[src/rtl/stopwatch_mmss_counter_pkg.sv]
// Shared types and constants for the MM:SS stopwatch: FSM state encoding and BCD digit limits.
package stopwatch_pkg;

  typedef enum logic [1:0] {
    IDLE  = 2'd0,
    RUN   = 2'd1,
    PAUSE = 2'd2
  } state_t;

  localparam logic [3:0] DIGIT_MAX_9 = 4'd9;
  localparam logic [3:0] DIGIT_MAX_5 = 4'd5;

endpackage

[src/rtl/stopwatch_mmss_counter_bcd_digit.sv]
// One BCD digit counting 0..MAX; carry is combinational so a whole chain resolves in one clock.
module bcd_digit
  import stopwatch_pkg::*;
#(
  parameter logic [3:0] MAX = DIGIT_MAX_9
) (
  input  logic       clk,
  input  logic       rst,
  input  logic       clr,
  input  logic       inc,
  output logic [3:0] q,
  output logic       carry
);

  logic [3:0] q_q;
  logic [3:0] q_d;

  always_comb begin
    q_d = q_q;
    if (clr) begin
      q_d = 4'd0;
    end else if (inc) begin
      q_d = (q_q == MAX) ? 4'd0 : q_q + 4'd1;
    end
  end

  always_ff @(posedge clk or posedge rst) begin
    if (rst) begin
      q_q <= 4'd0;
    end else begin
      q_q <= q_d;
    end
  end

  assign q     = q_q;
  assign carry = inc && (q_q == MAX);

endmodule

[src/rtl/stopwatch_mmss_counter.sv]
// MM:SS BCD stopwatch driven by a synchronised, edge-detected slow tick with start/pause/clear control.
// Optional macro STOPWATCH_HOLD_AT_MAX_EN: hold at 59:59 and pause instead of wrapping.
module stopwatch_mmss_counter
  import stopwatch_pkg::*;
#(
  parameter int SYNC_STAGES = 2
) (
  input  logic       clk,
  input  logic       rst,
  input  logic       tick_in,
  input  logic       start_stop,
  input  logic       clear,
  output logic [3:0] sec_ones,
  output logic [3:0] sec_tens,
  output logic [3:0] min_ones,
  output logic [3:0] min_tens,
  output logic       running,
  output logic       tick_pulse,
  output logic       wrap
);

  logic [SYNC_STAGES-1:0] sync_q, sync_d;
  logic   edge_q, edge_d;
  state_t state_q, state_d;
  logic   running_q, running_d;
  logic   tick_pulse_q, tick_pulse_d;
  logic   wrap_q, wrap_d;

  logic tick;
  logic count_en;
  logic hold;
  logic inc_so;
  logic carry_so, carry_st, carry_mo, carry_mt;

  always_comb begin
    sync_d   = {sync_q[SYNC_STAGES-2:0], tick_in};
    edge_d   = sync_q[SYNC_STAGES-1];
    tick     = sync_q[SYNC_STAGES-1] && !edge_q;
    // Counting uses the state before any same-cycle start_stop; clear wins over everything.
    count_en = (state_q == RUN) && tick && !clear;
`ifdef STOPWATCH_HOLD_AT_MAX_EN
    hold     = count_en && (min_tens == DIGIT_MAX_5) && (min_ones == DIGIT_MAX_9) &&
               (sec_tens == DIGIT_MAX_5) && (sec_ones == DIGIT_MAX_9);
`else
    hold     = 1'b0;
`endif
    inc_so   = count_en && !hold;
  end

  always_comb begin
    state_d = state_q;
    if (clear) begin
      state_d = IDLE;
    end else if (hold) begin
      state_d = PAUSE;
    end else if (start_stop) begin
      unique case (state_q)
        IDLE:    state_d = RUN;
        RUN:     state_d = PAUSE;
`ifdef STOPWATCH_HOLD_AT_MAX_EN
        // A stopwatch parked at 59:59 can only be left through clear.
        PAUSE:   state_d = ((min_tens == DIGIT_MAX_5) && (min_ones == DIGIT_MAX_9) &&
                            (sec_tens == DIGIT_MAX_5) && (sec_ones == DIGIT_MAX_9)) ? PAUSE : RUN;
`else
        PAUSE:   state_d = RUN;
`endif
        default: state_d = IDLE;
      endcase
    end
    running_d    = (state_d == RUN);
    tick_pulse_d = inc_so;
    wrap_d       = carry_mt;
  end

  always_ff @(posedge clk or posedge rst) begin
    if (rst) begin
      sync_q       <= '0;
      edge_q       <= 1'b0;
      state_q      <= IDLE;
      running_q    <= 1'b0;
      tick_pulse_q <= 1'b0;
      wrap_q       <= 1'b0;
    end else begin
      sync_q       <= sync_d;
      edge_q       <= edge_d;
      state_q      <= state_d;
      running_q    <= running_d;
      tick_pulse_q <= tick_pulse_d;
      wrap_q       <= wrap_d;
    end
  end

  bcd_digit #(.MAX(DIGIT_MAX_9)) u_sec_ones (
    .clk(clk), .rst(rst), .clr(clear), .inc(inc_so),   .q(sec_ones), .carry(carry_so)
  );
  bcd_digit #(.MAX(DIGIT_MAX_5)) u_sec_tens (
    .clk(clk), .rst(rst), .clr(clear), .inc(carry_so), .q(sec_tens), .carry(carry_st)
  );
  bcd_digit #(.MAX(DIGIT_MAX_9)) u_min_ones (
    .clk(clk), .rst(rst), .clr(clear), .inc(carry_st), .q(min_ones), .carry(carry_mo)
  );
  bcd_digit #(.MAX(DIGIT_MAX_5)) u_min_tens (
    .clk(clk), .rst(rst), .clr(clear), .inc(carry_mo), .q(min_tens), .carry(carry_mt)
  );

  assign running    = running_q;
  assign tick_pulse = tick_pulse_q;
  assign wrap       = wrap_q;

endmodule

[config.mk]
export PLATFORM = sky130hd
export DESIGN_NAME = stopwatch_mmss_counter
export DESIGN_NICKNAME = d
export VERILOG_FILES = /design/src/rtl/stopwatch_mmss_counter_pkg.sv /design/src/rtl/stopwatch_mmss_counter_bcd_digit.sv /design/src/rtl/stopwatch_mmss_counter.sv
export SDC_FILE = /design/constraint.sdc
export NUM_CORES = 1
export LEC_CHECK = 0
export ABC_AREA = 0
export BUFFER_PORTS_ARGS = -buffer_cell sky130_fd_sc_hd__buf_2
export CAP_MARGIN = 20
export CORE_ASPECT_RATIO = 1.2
export CORE_MARGIN = 1.5
export CORE_UTILIZATION = 35
export CTS_BUF_LIST = sky130_fd_sc_hd__clkbuf_16
export CTS_CLUSTER_DIAMETER = 50
export DETAILED_ROUTE_END_ITERATION = 16
export GPL_TIMING_DRIVEN = 0
export PLACE_DENSITY_LB_ADDON = 0.3
export SLEW_MARGIN = 0
export SYNTH_ARGS = -nofsm -noshare
export SYNTH_HDL_FRONTEND = slang
export SYNTH_HIERARCHICAL = 1
export SYNTH_SLANG_ARGS = --single-unit
[constraint.sdc]
create_clock -name clk -period 4.3 [get_ports clk]
set_input_delay 0.86 -clock clk [delete_from_list [all_inputs] [get_ports clk]]
set_output_delay 0.86 -clock clk [all_outputs]
set_load 0.03 [all_outputs]
==> results.ini <==
[cts]
clkSinkCount=24
ctsHoldBuffers=0
cts_root_buf=clkbuf_16
cts_resized=0
cts-buffers-inserted=3
cts_setup_buffers=0
cts_tree=built
clk-insertion-delay-late_ns=0.25
htreeDepth=1
clkSlewWorstSetupHoldPaths_ns=0.06
cts_buffer_depth=2

[placement]
port_buffers=23
dp_hpwl_um=1840
dp.cells=185
dp_slack_ns=0.576
gp_congestion=0.679

[floorplanning]
rows=23
start_util=0.365
dieArea_sq_um=3850
coreArea_sq_um=3340
io_pins=24
die_h_um=67.7
fp.dieW_um=56.9

[timing]
worstMarginPinSlew_ns=0.422
fin_setup_tns_ns=0
slew_headroom=0.718
rsz0062_at_grt=no
final-setup-viol-count=0
final.period_utilization=0.810
fin_crit_ns=3.48
hold_viol_final=0
clock_skew_ns=0.00150
fin_ws_ns=0.816
fmax_mhz=287
drv_slew=0

[yosys]
yosys_warnings=6
synth.avg_cell_area_sq_um=9.76
ys_types=20
synth_nets=138
synth.yosys.seq_area_share=0.492
ys_ff_latch=24
syn_area_sq_um=1220
synthCells=125

[power_and_ir_drop]
power.density_nw_per_um2=343
vdd_drop_max_mv=0.210
p_leak_nw=0.685

[grt]
grt-ovfl-total=0
grt_pass1_vias=1007
grt_max_degree=21
grtUsageTotal=0.148
antenna_found_initial=0
grt_pass1_wl_um=4470

[outcome]
status=complete, no violations

[critical_path]
path_max_fanout=20
endpoint_kind=flip-flop
cp_slowest_cell=nor2_1
crit_top_cell=nor2_1
cp.required_ns=4.48
critPathLaunchType=primary input
cp_slowest_stage_delay_ns=0.37
crit_arrival_ns=3.66
crit_type=primary input to flip-flop
path_cells=buf_2 > nor2_1 > and4b_1 > inv_1 > nor2_1 > nand2_1 > nor2_1 > inv_1 > nor2_1 > nand4_1 > or3_1 > a21oi_1

[route]
vias=980
first_iter_violations=44
wire_per_inst_um=13.2
final_antenna_net_count=0
first_pass_iters=6
via_per_inst=5.19
totalWireLength_um=2490
drc_errors=0

[layout]
area_delta_synth_final_pct=21.8
n_fill_cell=318
multi_input_area_sq_um=571
antennaDiodeCount=0
fin_cells=189
seq_area_sq_um=601
drive_above_1_share=0.204
nets=166

[run]
max_cap_violations=0

[min_path]
worstHoldPathType=flip-flop to flip-flop

## synth_stat cells
cell      instances  share of area
nand3b_1         13          0.080
dfrtp_1          24           0.49
nand2_2           2          0.010
or3b_1            1         0.0072
or3_1             2          0.010
inv_1            13          0.040
ha_1              8          0.082
a21oi_1          19          0.078
o21ai_1           2         0.0082
and4b_1           3          0.025
or2b_1            1         0.0062
nor2_1            5          0.015
a211o_1           2          0.014
nand2_1          12          0.037
a21oi_2           2          0.014
o21ai_0           2         0.0082
nor3_1            2         0.0082
nand2b_1          8          0.041
a21boi_0          2          0.012
nand4_1           2          0.010
## metrics by stage
stage	power, mW	cell area, sq um	util	hold slack (ns)
after floorplan	0.245	1220	-	0.331
after global placement	0.254	1380	0.414	0.334
after detailed placement	0.255	1380	0.414	0.350
after CTS	0.519	1490	0.445	0.364
after global routing	0.534	1490	0.445	0.378
final	0.510	1490	0.445	0.362
## cells by family after synthesis
group,count (synthesis),synth area share
flip-flops,24,0.492
buffers and inverters,13,0.0400
AO/OA/AOI/OAI,29,0.135
adder cells (fa/ha/maj),8,0.0821
AND/OR/NAND/NOR,51,0.250
## critical path, delay by kind of cell
| kind | cells | cell delay, ns |
|---|---|---|
| and+or+nand+nor | 8 | 2.20 |
| buffers and inverters | 3 | 0.47 |
| AOI/OAI and AO/OA | 1 | 0.13 |
## final timing paths
check                      depth (start not counted)        from  slack (ns)               to
min in group asynchronous                          2         rst        0.53  u_min_ones/q[1]
max reg2reg                                       10  state_q[1]        1.34  u_min_tens/q[3]
min                                                0   sync_q[0]        0.36        sync_q[1]
max                                               12       clear        0.82  u_min_tens/q[3]
max in group asynchronous                          2         rst        3.47       tick_pulse
min reg2reg                                        0   sync_q[0]        0.36        sync_q[1]
## cell type report
type	count	share of cell area
clock buffer	3	0.0505
clock inverter	1	0.0202
inverter	13	0.0328
multi-input combinational	88	0.384
sequential	24	0.404
tap	37	0.0311
timing repair buffer	23	0.0774
## per-layer routing
layer	share of wire	vias up	routed length [um]	track usage
met5	0	-	0	0
li1	-	481	-	-
met4	0.0092	0	23	0.0349
met3	0.037	4	92	0.0307
met1	0.42	477	1050	0.171
met2	0.53	18	1320	0.280
## flip-flops by register name (all words and copies together) (netlist names)
name,count
u_min_ones/q,4
running,1
sync_q,2
u_sec_ones/q,4
edge_q,1
state_q,2
tick_pulse,1
u_min_tens/q,4
wrap,1
u_sec_tens/q,4
## report_power, final
group / switching, mW / leakage [nW] / total (mW) / internal (mW)
logic: 0.0135 / 0.308 / 0.0185 / 0.00503
registers: 0.00194 / 0.326 / 0.231 / 0.229
clock network: 0.0757 / 0.0511 / 0.261 / 0.185
total: 0.0911 / 0.685 / 0.510 / 0.419
## cell usage in the layout, fill, tap and decap left out
cell type and count:
a211o_1 2, a21boi_0 2, a21oi_1 19, a21oi_2 2, and4b_1 3, buf_2 23, bufinv_16 1, clkbuf_16 3
dfrtp_1 24, ha_1 8, inv_1 13, nand2_1 12, nand2_2 2, nand2b_1 8, nand3b_1 13, nand4_1 2
nor2_1 5, nor3_1 2, o21ai_0 2, o21ai_1 2, or2b_1 1, or3_1 2, or3b_1 1
Power figures use the tool's default switching activity.
